==> config.mk <==
export PLATFORM = sky130hd
export DESIGN_NAME = lif_neuron_array_flat
export DESIGN_NICKNAME = d
export VERILOG_FILES = /design/src/rtl/lif_neuron_array_if.sv /design/src/rtl/lif_neuron_array.sv /design/src/flat_wrapper.sv
export SDC_FILE = /design/constraint.sdc
export NUM_CORES = 1
export LEC_CHECK = 0
export CORE_UTILIZATION = 60
export DETAILED_ROUTE_END_ITERATION = 16
export GPL_TIMING_DRIVEN = 0
export PLACE_DENSITY = 0.83
export SLEW_MARGIN = 40
export SYNTH_ARGS = -nofsm -noshare
export SYNTH_HDL_FRONTEND = slang
export SYNTH_SLANG_ARGS = --single-unit
==> constraint.sdc <==
create_clock -name clk -period 11.8 [get_ports clk]
set_clock_uncertainty 0.1 [all_clocks]
set_input_delay 2.36 -clock clk [delete_from_list [all_inputs] [get_ports clk]]
set_output_delay 2.36 -clock clk [all_outputs]
set_load 0.03 [all_outputs]
==> src/rtl/lif_neuron_array_if.sv <==
// Request/result bundle for the LIF neuron array.
// master: issues updates and config (clear_req, in_*, threshold, leak_shift), observes in_ready and results.
// slave : the neuron array itself.
interface lif_neuron_array_if #(
  parameter int unsigned WIDTH = 8,
  parameter int unsigned IDX_W = 2
);
  logic                    clear_req;
  logic                    in_valid;
  logic                    in_ready;
  logic [IDX_W-1:0]        in_idx;
  logic signed [WIDTH-1:0] sum_wx;
  logic [WIDTH-2:0]        threshold;
  logic [2:0]              leak_shift;
  logic                    out_valid;
  logic [IDX_W-1:0]        out_idx;
  logic                    out_spike;
  logic signed [WIDTH-1:0] out_u;

  modport master (
    output clear_req, in_valid, in_idx, sum_wx, threshold, leak_shift,
    input  in_ready, out_valid, out_idx, out_spike, out_u
  );

  modport slave (
    input  clear_req, in_valid, in_idx, sum_wx, threshold, leak_shift,
    output in_ready, out_valid, out_idx, out_spike, out_u
  );
endinterface

==> src/rtl/lif_neuron_array.sv <==
// Time-multiplexed leaky integrate-and-fire membrane engine for N_NEURONS neurons.
// Each accepted request applies post-spike reset, leak, saturating integration,
// threshold compare and refractory bookkeeping to one neuron, result registered.
// Ports: clk, reset (async, active-high), bus (lif_neuron_array_if.slave):
//   clear_req restarts the zeroing sweep; in_valid/in_ready/in_idx/sum_wx request;
//   threshold/leak_shift config; out_valid/out_idx/out_spike/out_u result.
module lif_neuron_array #(
  parameter int unsigned WIDTH      = 8,
  parameter int unsigned N_NEURONS  = 4,
  parameter int unsigned IDX_W      = 2,
  parameter int unsigned REFRACT    = 2,
  parameter int unsigned RESET_MODE = 0
) (
  input  logic              clk,
  input  logic              reset,
  lif_neuron_array_if.slave bus
);

  localparam int unsigned RW = (REFRACT > 0) ? $clog2(REFRACT + 1) : 1;
  localparam int unsigned XW = WIDTH + 1;
  localparam logic signed [XW-1:0] SAT_MAX = {2'b00, {(WIDTH-1){1'b1}}};
  localparam logic signed [XW-1:0] SAT_MIN = {2'b11, {(WIDTH-1){1'b0}}};

  typedef enum logic {S_INIT, S_RUN} state_e;

  state_e             state_q, state_d;
  logic [IDX_W-1:0]   sweep_q, sweep_d;
  logic               in_ready_q;
  logic               clr_en_c;
  logic               idx_ok_c;
  logic               accept_c;

  logic signed [WIDTH-1:0] u_q      [N_NEURONS];
  logic                    spiked_q [N_NEURONS];
  logic [RW-1:0]           refr_q   [N_NEURONS];

  logic                    out_valid_q;
  logic [IDX_W-1:0]        out_idx_q;
  logic                    out_spike_q;
  logic signed [WIDTH-1:0] out_u_q;

  // Clamp a WIDTH+1 intermediate into the WIDTH-bit signed range.
  function automatic logic signed [WIDTH-1:0] sat(input logic signed [XW-1:0] x);
    if (x > SAT_MAX)      return SAT_MAX[WIDTH-1:0];
    else if (x < SAT_MIN) return SAT_MIN[WIDTH-1:0];
    else                  return x[WIDTH-1:0];
  endfunction

  // Out-of-range indices exist only when N_NEURONS is not a power of two.
  if (N_NEURONS < (1 << IDX_W)) begin : g_idx_chk
    assign idx_ok_c = (bus.in_idx < IDX_W'(N_NEURONS));
  end else begin : g_idx_full
    assign idx_ok_c = 1'b1;
  end

  // State register.
  always_ff @(posedge clk or posedge reset) begin
    if (reset) begin
      state_q    <= S_INIT;
      sweep_q    <= '0;
      in_ready_q <= 1'b0;
    end else begin
      state_q    <= state_d;
      sweep_q    <= sweep_d;
      in_ready_q <= (state_d == S_RUN);
    end
  end

  // Next state: INIT zeroes one entry per cycle; clear_req restarts the sweep from anywhere.
  always_comb begin
    state_d  = state_q;
    sweep_d  = sweep_q;
    clr_en_c = 1'b0;
    case (state_q)
      S_INIT: begin
        clr_en_c = 1'b1;
        if (sweep_q == IDX_W'(N_NEURONS - 1)) begin
          state_d = S_RUN;
          sweep_d = '0;
        end else begin
          sweep_d = sweep_q + IDX_W'(1);
        end
      end
      S_RUN:   ;
      default: state_d = S_INIT;
    endcase
    if (bus.clear_req) begin
      state_d = S_INIT;
      sweep_d = '0;
    end
  end

  // A request coinciding with clear_req is swallowed.
  assign accept_c = bus.in_valid && in_ready_q && !bus.clear_req && idx_ok_c;

  logic signed [WIDTH-1:0] u_cur, sub_c, acc_c;
  logic                    spk_cur, spike_c;
  logic [RW-1:0]           refr_cur, refr_nxt;
  logic signed [XW-1:0]    u_x, thr_x, base_x, leaked_x, inp_x, acc_x;

  // Neuron update datapath, all intermediates one bit wider than the potential.
  always_comb begin
    u_cur    = u_q[bus.in_idx];
    spk_cur  = spiked_q[bus.in_idx];
    refr_cur = refr_q[bus.in_idx];
    u_x      = {u_cur[WIDTH-1], u_cur};
    thr_x    = {2'b00, bus.threshold};
    sub_c    = sat(u_x - thr_x);
    base_x   = u_x;
    if (spk_cur) begin
      if (RESET_MODE != 0) base_x = '0;
      else                 base_x = {sub_c[WIDTH-1], sub_c};
    end
    if (bus.leak_shift == 3'd0) leaked_x = base_x;
    else                        leaked_x = base_x - (base_x >>> bus.leak_shift);
    inp_x    = (refr_cur != '0) ? '0 : {bus.sum_wx[WIDTH-1], bus.sum_wx};
    acc_c    = sat(leaked_x + inp_x);
    acc_x    = {acc_c[WIDTH-1], acc_c};
    spike_c  = (refr_cur == '0) && (acc_x >= thr_x);
    if (spike_c)              refr_nxt = RW'(REFRACT);
    else if (refr_cur != '0)  refr_nxt = refr_cur - RW'(1);
    else                      refr_nxt = '0;
  end

  // Neuron state and result registers.
  always_ff @(posedge clk or posedge reset) begin
    if (reset) begin
      for (int i = 0; i < int'(N_NEURONS); i++) begin
        u_q[i]      <= '0;
        spiked_q[i] <= 1'b0;
        refr_q[i]   <= '0;
      end
      out_valid_q <= 1'b0;
      out_idx_q   <= '0;
      out_spike_q <= 1'b0;
      out_u_q     <= '0;
    end else begin
      out_valid_q <= accept_c;
      if (clr_en_c) begin
        u_q[sweep_q]      <= '0;
        spiked_q[sweep_q] <= 1'b0;
        refr_q[sweep_q]   <= '0;
      end
      if (accept_c) begin
        u_q[bus.in_idx]      <= acc_c;
        spiked_q[bus.in_idx] <= spike_c;
        refr_q[bus.in_idx]   <= refr_nxt;
        out_idx_q            <= bus.in_idx;
        out_spike_q          <= spike_c;
        out_u_q              <= acc_c;
      end
    end
  end

  assign bus.in_ready  = in_ready_q;
  assign bus.out_valid = out_valid_q;
  assign bus.out_idx   = out_idx_q;
  assign bus.out_spike = out_spike_q;
  assign bus.out_u     = out_u_q;

endmodule

==> src/flat_wrapper.sv <==
// flat-port wrapper written by rule: the top's interface ports become plain ports
module lif_neuron_array_flat 
#(
  parameter int unsigned WIDTH      = 8,
  parameter int unsigned N_NEURONS  = 4,
  parameter int unsigned IDX_W      = 2,
  parameter int unsigned REFRACT    = 2,
  parameter int unsigned RESET_MODE = 0
)
  (clk, reset, bus_clear_req, bus_in_valid, bus_in_idx, bus_sum_wx, bus_threshold, bus_leak_shift, bus_in_ready, bus_out_valid, bus_out_idx, bus_out_spike, bus_out_u);
  lif_neuron_array_if #(.WIDTH(WIDTH), .IDX_W(IDX_W)) bus_i ();
  input  logic clk;
  input  logic reset;
  input wire logic [$bits(bus_i.clear_req)-1:0] bus_clear_req;
  input wire logic [$bits(bus_i.in_valid)-1:0] bus_in_valid;
  input wire logic [$bits(bus_i.in_idx)-1:0] bus_in_idx;
  input wire logic [$bits(bus_i.sum_wx)-1:0] bus_sum_wx;
  input wire logic [$bits(bus_i.threshold)-1:0] bus_threshold;
  input wire logic [$bits(bus_i.leak_shift)-1:0] bus_leak_shift;
  output wire logic [$bits(bus_i.in_ready)-1:0] bus_in_ready;
  output wire logic [$bits(bus_i.out_valid)-1:0] bus_out_valid;
  output wire logic [$bits(bus_i.out_idx)-1:0] bus_out_idx;
  output wire logic [$bits(bus_i.out_spike)-1:0] bus_out_spike;
  output wire logic [$bits(bus_i.out_u)-1:0] bus_out_u;
  assign bus_i.clear_req = bus_clear_req;
  assign bus_i.in_valid = bus_in_valid;
  assign bus_i.in_idx = bus_in_idx;
  assign bus_i.sum_wx = bus_sum_wx;
  assign bus_i.threshold = bus_threshold;
  assign bus_i.leak_shift = bus_leak_shift;
  assign bus_in_ready = bus_i.in_ready;
  assign bus_out_valid = bus_i.out_valid;
  assign bus_out_idx = bus_i.out_idx;
  assign bus_out_spike = bus_i.out_spike;
  assign bus_out_u = bus_i.out_u;
  lif_neuron_array #(.WIDTH(WIDTH), .N_NEURONS(N_NEURONS), .IDX_W(IDX_W), .REFRACT(REFRACT), .RESET_MODE(RESET_MODE)) u_core (.clk(clk), .reset(reset), .bus(bus_i));
endmodule
=== After elaboration in Yosys (flattened, before gate mapping) ===
Cells that the tools add are included.

* Equality and inequality tests: 2
* Shift-type cells: 1
* Divide/modulo/power cells: 0
* $add $sub $neg: 5
* Reduce and logical (&&, ||, !) cells: 9
* Multiply operators: 0
* Order comparisons: 9
* Muxes and demuxes: 45
* Bitwise gates (word level): 8

{| class="wikitable"
|+ Operators by type and width
! kind !! count
|-
| 2-to-1 mux 8 bit || 10
|-
| 2-to-1 mux 32 bit || 2
|-
| AND 32 bit || 1
|-
| bitwise mux 32 bit || 1
|-
| demux 8 bit (select 2 bit) || 2
|-
| NOT 32 bit || 1
|-
| 2-to-1 mux 9 bit || 3
|-
| > comparator 9 x 8 -> 1 bit (second input constant) || 2
|-
| less-than comparator 9 x 8 -> 1 bit (second input constant) || 2
|-
| 2-to-1 mux 2 bit || 9
|-
| binary-select mux 8 bit (select 2 bit) || 1
|-
| adder 9 bit || 1
|-
| >>> shifter 9 x 3 -> 9 bit || 1
|-
| subtractor 8 x 8 -> 9 bit || 1
|-
| subtractor 9 bit || 1
|-
| AND 8 bit || 1
|-
| bitwise mux 8 bit || 1
|-
| demux 2 bit (select 2 bit) || 2
|-
| greater-or-equal comparator 8 bit || 1
|-
| 2-to-1 mux 4 bit || 2
|-
| NOT 8 bit || 1
|-
| 2-to-1 mux 1 bit || 7
|-
| greater-or-equal comparator 3 bit (second input constant) || 2
|-
| less-than comparator 3 x 1 -> 1 bit (second input constant) || 2
|-
| 16 further kinds || 22
|}

* Latch bits: 0
* Bits in read-only memories: 0
* Logic and storage cells: 97
* Output and inout port bits: 13
* Register bits: 59
* RAM bits: 0
* Memories kept: 0

=== Longest topological paths before layout ===
Gate-level depths: netlist of run 1.

* Depth after elaboration: 21
* Gate-level depth with buffers: 37
* Depth with buffers taken out: 35

=== Worst setup path after synthesis of run 1 ===
Ideal clock, no wire load.

* Path kind: input port to flip-flop
* Start: input bus_in_idx[0]
* End: register u_core.refr_q[7] (netlist bit)
* Arrival time: 9835 ps
* Buffers on the path: 2
* Path slack: 1735 ps
* Cell stages on the path: 33
* Data required time: 11569 ps
* Setup time: 131 ps
* Path through: buf_2 clkbuf_1 mux4_2 ha_1 o21ai_0 a21o_1 a31oi_1 mux2_2 o31ai_2 mux4_2 o22ai_1 ha_1 nor2b_1 o21ai_0 a21boi_0 o21a_1 o21a_1 o31ai_1 ha_1 a21oi_1 o211ai_1 o31ai_2 xor2_4 xor2_1 maj3_2 ha_1 nand2b_1 a21o_1 a21o_1 a21oi_1 o211ai_1 a32oi_1 o21ai_1

* Cells in the longest elaborated chain, start to end: 21
* Elaborated cells between the ends (all ways): 39
* Those cells by class: 4 x add/sub; 7 x order compare; 1 x shift; 22 x mux; 1 x bitwise; 4 x reduce/logical

{| class="wikitable"
|+ RTL lines
! element !! RTL line !! RTL
|-
| from (decl) || flat_wrapper.sv:16 || <nowiki>input wire logic [$bits(bus_i.in_idx)-1:0] bus_in_idx;</nowiki>
|-
| NOT 2 -> 3 bit (not written as such) (*) || - ||
|-
| binary-select mux 8 bit (select 2 bit) || lif_neuron_array.sv:103 || <nowiki>u_cur = u_q[bus.in_idx];</nowiki>
|-
| 2-to-1 mux 8 bit (not written as such) (2 in series) || lif_neuron_array.sv:103 ||
|-
| subtractor 8 x 8 -> 9 bit || lif_neuron_array.sv:108 || <nowiki>sub_c = sat(u_x - thr_x);</nowiki>
|-
| less-than comparator 9 x 8 -> 1 bit || lif_neuron_array.sv:45 || <nowiki>else if (x < SAT_MIN) return SAT_MIN[WIDTH-1:0];</nowiki>
|-
| 2-to-1 mux 8 bit || lif_neuron_array.sv:45 ||
|-
| 2-to-1 mux 8 bit || lif_neuron_array.sv:44 || <nowiki>if (x > SAT_MAX) return SAT_MAX[WIDTH-1:0];</nowiki>
|-
| 2-to-1 mux 9 bit || lif_neuron_array.sv:110 || <nowiki>if (spk_cur) begin</nowiki>
|-
| [4 not listed] || - ||
|-
| less-than comparator 9 x 8 -> 1 bit || lif_neuron_array.sv:45 ||
|-
| 2-to-1 mux 8 bit || lif_neuron_array.sv:45 ||
|-
| 2-to-1 mux 8 bit || lif_neuron_array.sv:44 ||
|-
| greater-or-equal comparator 8 bit || lif_neuron_array.sv:119 || <nowiki>spike_c = (refr_cur == '0) && (acc_x >= thr_x);</nowiki>
|-
| logical AND 1 bit || lif_neuron_array.sv:119 ||
|-
| 2-to-1 mux 2 bit || lif_neuron_array.sv:120 || <nowiki>if (spike_c) refr_nxt = RW'(REFRACT);</nowiki>
|-
| bitwise mux 8 bit (*) || lif_neuron_array.sv:147 || <nowiki>refr_q[bus.in_idx] <= refr_nxt;</nowiki>
|-
| 2-to-1 mux 8 bit (*) || lif_neuron_array.sv:144 || <nowiki>if (accept_c) begin</nowiki>
|-
| to (signal, indexed assignment) || lif_neuron_array.sv:147 ||
|-
| to (decl) || lif_neuron_array.sv:35 || <nowiki>logic [RW-1:0] refr_q [N_NEURONS];</nowiki>
|}

Every way passes the cells marked *; elsewhere a longest branch is shown, timed or not. The select of a mux whose other input is x is not followed.
A chain may end at the register's enable or synchronous reset.

=== Worst setup path after layout of run 1 ===
Ends and elaborated chain as after synthesis.

==> out/qor.csv, run 1 <==
stage,metric,value,unit
pwr,final total power,0.00133,W
timing,Least-Margin Pin Slew,0.812,ns
route,vias,3757,
status,status,finished clean,
pwr,Peak VDD IR,173,uV
setup_path,CP startpoint kind,input port,
route,final WL,10400,um
setup_path,CP max FO,10,
cells_and_area,"commonest non-fill, non-tap cell in the layout",dfrtp_1,
route,Iter 0 DRT Violations,135,
setup_path,worst endpoint required time,11.90,ns
yosys,Yosys cell types,69,
setup_path,r2r startpoint,u_core.u_q[13],
timing,max-slew violation count,0,
timing,Period minus WS final,11.04,ns
cells_and_area,nets,562,
timing,setup ws final,0.758,ns
global_route,GRT Residual Overflow,0,
place,post-DP HPWL,8030,um
timing,max_slew headroom,45.5,%
cells_and_area,layout cells sized above 1,12.9,%
cells_and_area,area of the multi-input gates,0.00284,sq mm
route,Vias/cell,6.23,
run,MaxCap Viol Count,0,
setup_path,biggest cell delay along the critical path,0.62,ns
worst_hold_path,Hold Path Depth,2,
yosys,"Seq/Total Area, Yosys",32.9,%
floorplanning,Die W,88.5,um
setup_path,critical path arrival,11.14,ns
place,Final Wtd Congestion,0.863,
global_route,vias in the first global route,3691,
worst_hold_path,beginning of the worst hold path,u_core.bus.out_idx[0],
cells_and_area,# fillers,553,
setup_path,most frequent CP cell,ha_1,
yosys,"area leader, netlist",dfrtp_1,
global_route,initial antenna violation count,0,
worst_hold_path,Worst Hold Path EP,u_core.bus.out_idx[0],
floorplanning,Ports,37,
yosys,Mapped Cells,452,
yosys,Yosys top cell area share,32.9,%
clocking,Root Buffer,clkbuf_8,
pwr,Sw Ratio,47.7,%
pwr,Seq pwr share,19.3,%
clocking,setup bufs post-CTS,0,
setup_path,critical path type,input port to flop,
place,Port-buffer cells,35,
pwr,internal power,0.000694,W
floorplanning,die extent in y,88.5,um
global_route,first-pass GRT wire length,17200,um
setup_path,reg2reg end,u_core.refr_q[7],
clocking,clock buffer count from CTS,9,
setup_path,FF-to-FF path depth,31,
floorplanning,starting density of the core,61.9,%
setup_path,Crit. End Element,flop,
timing,FMAX,90.6,MHz
clocking,PostCTS Resize Cnt,0,
yosys,"EDFF count, synth",0,
floorplanning,row count,31,
clocking,worst skew pair latency,0.34,ns
pwr,Leakage Power,2.26,nW
route,Routed Antenna Nets,0,
floorplanning,core box area,0.00725,sq mm
timing,Final Hold Vio Count,0,
cells_and_area,most frequent cells in the layout,"dfrtp_1 (59), ha_1 (36), clkdlybuf4s50_1 (35)",
yosys,commonest register cell after synthesis,dfrtp_1,
route,DR pass1 iterations,4,
clocking,Clock transition at path regs,0.07,ns
pwr,Switch Pwr,0.000633,W
global_route,largest net degree at the start of global routing,45,
clocking,CTS sink cnt,59,
yosys,Yosys reg bits,59,
yosys,ys async rst share,100,%
timing,Setup-failing EPs final,0,
setup_path,Worst path slowest cell,mux4_2,
timing,total negative slack,0,ns
cells_and_area,register area,0.00148,sq mm
pwr,pwr dens,256,mW/mm^2
worst_hold_path,worst hold path class,flop to flop,
route,mean routed wirelength per cell,17.3,um
pwr,clock share of power,14.1,%
place,dpl ws,0.514,ns
clocking,CTS tree,built,
global_route,Global Route Usage Sum,29.1,%
cells_and_area,Area Overhead vs Synth,15.6,%
clocking,Max Root-Sink Buffers,2,
timing,Final Cycle Share,93.6,%
clocking,cts hold-fix bufs,0,
setup_path,register-to-register setup slack,3.27,ns
yosys,dominant cells by area after synthesis,"dfrtp_1 (33%), ha_1 (10%), mux4_2 (7.0%)",
yosys,yosys warns,0,
route,Post-route DRC,0,
yosys,syn nets,515,
timing,RSZ-0062 raised after global routing,no,
pwr,Comb pwr share,66.6,%
yosys,synthesized area per cell,9.93,sq um
yosys,Post-Syn Area,0.00449,sq mm
floorplanning,die footprint,0.00783,sq mm
clocking,H-tree Lvls,3,
cells_and_area,Inserted Diodes,0,
## power groups by stage
stage | registers (W) | clock network, W | logic, W
after floorplan | 0.000290 | 0 | 0.000594
after global placement | 0.000257 | 0 | 0.000840
final | 0.000257 | 0.000187 | 0.000884
after global routing | 0.000260 | 0.000198 | 0.000969
after CTS | 0.000256 | 0.000189 | 0.000877
after detailed placement | 0.000259 | 0 | 0.000867
## how the worst max path moves through the flow
stage	from	endpoint	cells past startpoint
2_1_floorplan	bus_in_idx[0]	u_core.refr_q[7]	33
3_3_place_gp	bus_in_idx[0]	u_core.refr_q[5]	33
3_5_place_dp	bus_in_idx[0]	u_core.refr_q[7]	33
4_1_cts	bus_in_idx[0]	u_core.refr_q[7]	33
5_1_grt	bus_in_idx[0]	u_core.refr_q[3]	33
6_report	bus_in_idx[0]	u_core.refr_q[7]	33
## layout make-up
type / count / area share [%]
clock buffer: 13 / 3.06
tap: 99 / 2.39
inverter: 24 / 1.78
multi-input combinational: 350 / 54.7
sequential: 59 / 28.4
clock inverter: 3 / 0.892
buffer: 19 / 1.64
timing repair buffer: 36 / 7.14
## state kept, by name, indices dropped and copies added, names as in the netlist
signal,flops
u_core.u_q,32
u_core.bus.out_u,8
u_core.refr_q,8
u_core.spiked_q,4
u_core.bus.out_idx,2
u_core.sweep_q,2
u_core.bus.out_spike,1
u_core.bus.out_valid,1
u_core.state_q,1
## cells by family after synthesis
| family | Yosys count | share of synthesized area (%) |
|---|---|---|
| AND/OR/NAND/NOR | 128 | 14.5 |
| adder cells (fa/ha/maj) | 46 | 13.1 |
| AO/OA/AOI/OAI | 129 | 20.7 |
| XOR/XNOR | 14 | 3.32 |
| multiplexers | 33 | 11.6 |
| flip-flops | 59 | 32.9 |
| buffers and inverters | 43 | 3.90 |
## stage by stage
step	instances	instance area [sq um]	hold slack [ns]	utilization (%)
floorplan	452	4490	0.350	-
global placement	586	4960	0.365	68.4
detailed placement	587	4980	0.375	68.7
CTS	603	5190	0.391	71.6
global route	603	5190	0.411	71.6
finish	603	5190	0.395	71.6
## per-layer routing
layer / global-route usage, % / part of all wire, %
met5: 0 / 0
met1: 36.8 / 44
met4: 11.1 / 2.5
met2: 49.8 / 50
met3: 5.41 / 3.9
## synth_stat cells, types with 6 or more instances
cell type	n
dfrtp_1	59
o21ai_1	10
nor2_1	27
nor3_1	7
a22o_1	24
mux4_2	14
clkbuf_1	13
ha_1	36
xor2_1	6
nand3_1	22
xnor2_1	6
a21o_1	6
inv_1	24
nand2_1	29
mux2i_1	9
o21a_1	6
a21oi_1	17
mux2_2	9
nand2b_1	9
o21ai_0	24
and2_1	17
## critical path: cells and delay by family
family	cells	cell delay (ns)
multiplexers	3	1.39
AO/OA/AOI/OAI	19	4.34
XOR/XNOR	2	0.33
AND/OR/NAND/NOR	2	0.26
adder cells (fa/ha/maj)	5	1.65
buffers and inverters	2	0.78
(Power assumes the default switching activity.)
==> run 2: changes to the inputs <==
- HOLD_SLACK_MARGIN: unset -> 0.06
==> results of run 2 <==
No change in the layout: final DEF, timing and power equal those of run 1.
==> run 3: changes to the inputs <==
- ABC_AREA: unset -> 1
- CORE_UTILIZATION: 60 -> 25
- PLACE_DENSITY: 0.83 -> 0.42
==> out/qor.csv, run 3 <==
stage,metric,value,unit,change
status,status,finished clean,,
pwr,Switch Pwr,0.000676,W,+6.8%
route,Iter 0 DRT Violations,183,,+36%
yosys,syn nets,785,,+52%
run,MaxCap Viol Count,0,,unchanged
floorplanning,Ports,37,,unchanged
floorplanning,row count,50,,+61%
global_route,initial antenna violation count,0,,unchanged
clocking,cts hold-fix bufs,0,,unchanged
route,Vias/cell,4.41,,-29%
clocking,CTS sink cnt,59,,unchanged
setup_path,CP startpoint kind,input port,,
setup_path,Worst path slowest cell,clkdlybuf4s50_1,,
yosys,commonest register cell after synthesis,dfrtp_1,,
cells_and_area,largest reg by FF count,u_core.u_q,,
timing,Period minus WS final,10.55,ns,-0.490 ns
timing,Final Cycle Share,89.4,%,-4.2 points
yosys,"area leader, netlist",dfrtp_1,,
cells_and_area,nets,830,,+48%
setup_path,r2r startpoint,u_core.u_q[25],,
cells_and_area,Largest register FFs,32,,unchanged
yosys,synthesized area per cell,6.69,sq um,-33%
setup_path,critical path type,input port to flop,,
yosys,Yosys reg bits,59,,unchanged
yosys,Post-Syn Area,0.00483,sq mm,+7.6%
clocking,worst skew pair latency,0.33,ns,about the same
timing,RSZ-0062 raised after global routing,no,,
clocking,H-tree Lvls,3,,unchanged
floorplanning,Die W,141,um,+59%
pwr,Peak VDD IR,86.3,uV,-50%
route,final WL,13900,um,+33%
cells_and_area,"commonest non-fill, non-tap cell in the layout",nand2_1,,
timing,FMAX,94.8,MHz,+4.6%
yosys,ys async rst share,100,%,unchanged
pwr,internal power,0.000680,W,-2.0%
worst_hold_path,beginning of the worst hold path,u_core.bus.out_u[3],,
setup_path,CP max FO,8,,-2
clocking,PostCTS Resize Cnt,0,,unchanged
setup_path,largest delay contributor family on the critical path,simple AND/OR/NAND/NOR gates,,
pwr,Seq pwr share,19.9,%,+0.6 points
place,Port-buffer cells,33,,-5.7%
setup_path,biggest cell delay along the critical path,0.52,ns,-0.10 ns
global_route,first-pass GRT wire length,22900,um,+33%
route,mean routed wirelength per cell,13.5,um,-22%
floorplanning,starting density of the core,25.7,%,-36 points
setup_path,critical path arrival,10.67,ns,-0.47 ns
pwr,clock share of power,18.1,%,+4.0 points
setup_path,reg2reg end,u_core.refr_q[7],,
cells_and_area,layout cells sized above 1,7.51,%,-5.4 points
clocking,setup bufs post-CTS,0,,unchanged
yosys,Yosys top cell area share,30.6,%,-2.3 points
global_route,GRT Residual Overflow,0,,unchanged
cells_and_area,area of the multi-input gates,0.00284,sq mm,+0.18%
route,Post-route DRC,0,,unchanged
setup_path,Crit. End Element,flop,,
clocking,clock buffer count from CTS,9,,unchanged
yosys,"EDFF count, synth",0,,unchanged
yosys,most common cell in the netlist,nand2_1,,
yosys,Mapped Cells,722,,+60%
cells_and_area,register area,0.00148,sq mm,unchanged
clocking,Root Buffer,clkbuf_16,,
setup_path,register-to-register setup slack,3.83,ns,+0.56 ns
yosys,yosys warns,0,,unchanged
setup_path,FF-to-FF path depth,50,,+61%
place,post-DP HPWL,11400,um,+42%
cells_and_area,# fillers,2093,,+280%
setup_path,most frequent CP cell,nand2_1,,
clocking,Max Root-Sink Buffers,2,,unchanged
timing,Final Hold Vio Count,0,,unchanged
clocking,CTS tree,built,,
timing,max_slew headroom,48.4,%,+2.9 points
global_route,Global Route Usage Sum,14.9,%,-14 points
route,Routed Antenna Nets,0,,unchanged
setup_path,WP buf/inv,5,,+3
route,vias,4549,,+21%
timing,Least-Margin Pin Slew,0.774,ns,-0.0376 ns
global_route,largest net degree at the start of global routing,36,,-20%
timing,max-slew violation count,0,,unchanged
place,dpl cells,1016,,+73%
worst_hold_path,Hold Path Depth,2,,unchanged
cells_and_area,Inserted Diodes,0,,unchanged
yosys,"Seq/Total Area, Yosys",30.6,%,-2.3 points
pwr,Comb pwr share,62.0,%,-4.6 points
route,DR pass1 iterations,4,,unchanged
timing,total negative slack,0,ns,unchanged
timing,Setup-failing EPs final,0,,unchanged
floorplanning,die footprint,0.0199,sq mm,+150%
worst_hold_path,worst hold path class,flop to flop,,
floorplanning,core box area,0.0188,sq mm,+160%
cells_and_area,most frequent cells in the layout,"nand2_1 (249), inv_1 (102), nand3_1 (93)",,
yosys,dominant cells by area after synthesis,"dfrtp_1 (31%), nand2_1 (19%), nand3_1 (9.6%)",,
yosys,Commonest cells post-synth,"nand2_1 (249), inv_1 (103), nand3_1 (93), dfrtp_1 (59), ha_1 (36)",,
worst_hold_path,Worst Hold Path EP,u_core.bus.out_u[3],,
pwr,pwr dens,234,mW/mm^2,-8.4%
pwr,Leakage Power,3.22,nW,+43%
floorplanning,die extent in y,141,um,+59%
yosys,Yosys cell types,42,,-39%
setup_path,Levels on crit path,54,,+64%
place,Final Wtd Congestion,0.785,,-9.0%
cells_and_area,Post-Layout Cell Count,1032,,+71%
pwr,Sw Ratio,49.9,%,+2.1 points
global_route,vias in the first global route,4347,,+18%
cells_and_area,Area Overhead vs Synth,19.8,%,
clocking,Clock transition at path regs,0.05,ns,-0.02 ns
setup_path,worst endpoint required time,11.92,ns,+0.02 ns
run 3: changes by cell type in the layout (fill, tap and decap cells not counted), moves of 10 or more:
cell,previous run,this run
mux4_2,14,0
a21oi_1,17,35
and2_1,17,1
a22o_1,24,2
nand3_1,22,93
nand2_2,0,10
o21ai_0,24,13
nand2_1,29,249
inv_1,23,102
run 3: power groups by stage:
stage / clock (W) / sequential [W] / combinational, W
final: 0.000245 / 0.000271 / 0.000840
after global routing: 0.000259 / 0.000276 / 0.000959
after CTS: 0.000249 / 0.000270 / 0.000852
after detailed placement: 0 / 0.000273 / 0.000849
after global placement: 0 / 0.000273 / 0.000853
after floorplan: 0 / 0.000304 / 0.000562
run 3: worst max path at each step:
| stage | start | to |
|---|---|---|
| 2_1_floorplan | bus_in_idx[0] | u_core.refr_q[7] |
| 3_3_place_gp | bus_in_idx[1] | u_core.refr_q[7] |
| 3_5_place_dp | bus_in_idx[1] | u_core.refr_q[7] |
| 4_1_cts | bus_in_idx[1] | u_core.refr_q[7] |
| 5_1_grt | bus_in_idx[1] | u_core.refr_q[7] |
| 6_report | bus_in_idx[1] | u_core.refr_q[7] |
run 3: area by class of cell:
class / instances / area share [%]
plain buffers: 16 / 1.53
clock buffers: 11 / 4.37
clock inverters: 5 / 0.475
inverters: 113 / 7.37
multi-input cells: 534 / 49.1
flip-flops and latches: 59 / 25.5
well taps: 260 / 5.62
repair buffers: 34 / 6.05
run 3: cell families after synthesis:
| family | Yosys count | synth area share, % |
|---|---|---|
| AND/OR/NAND/NOR | 411 | 37.2 |
| buffers and inverters | 129 | 10.6 |
| AO/OA/AOI/OAI | 77 | 9.76 |
| flip-flops | 59 | 30.6 |
| adder cells (fa/ha/maj) | 39 | 10.6 |
| XOR/XNOR | 7 | 1.27 |
run 3: metrics by stage:
| stage | setup WS, ns | area [sq um] | util (%) | total power (W) | hold WS, ns |
|---|---|---|---|---|---|
| after detailed placement | 0.879 | 5510 | 29.3 | 0.00112 | 0.366 |
| after global placement | 0.813 | 5490 | 29.1 | 0.00113 | 0.365 |
| after floorplan | 3.09 | 4830 | - | 0.000866 | 0.376 |
| after global routing | 0.332 | 5790 | 30.7 | 0.00149 | 0.390 |
| after CTS | 1.19 | 5790 | 30.7 | 0.00137 | 0.381 |
| final | 1.25 | 5790 | 30.7 | 0.00136 | 0.374 |
run 3: layer usage:
metal | up-vias | global-route usage [%] | share of wire, %
met3 | 13 | 2.72 | 2.4
met5 | - | 0 | 0
met2 | 49 | 24.0 | 45
met1 | 2084 | 20.7 | 52
li1 | 2403 | - | -
met4 | 0 | 3.15 | 1.3
run 3: worst register-to-register path, delay by kind of cell (launching register included):
kind	cells	cell delay, ns
simple gates	34	3.82
compound gates	9	1.98
fa+ha+maj	4	1.35
flops	1	0.40
buf+inv	3	0.21
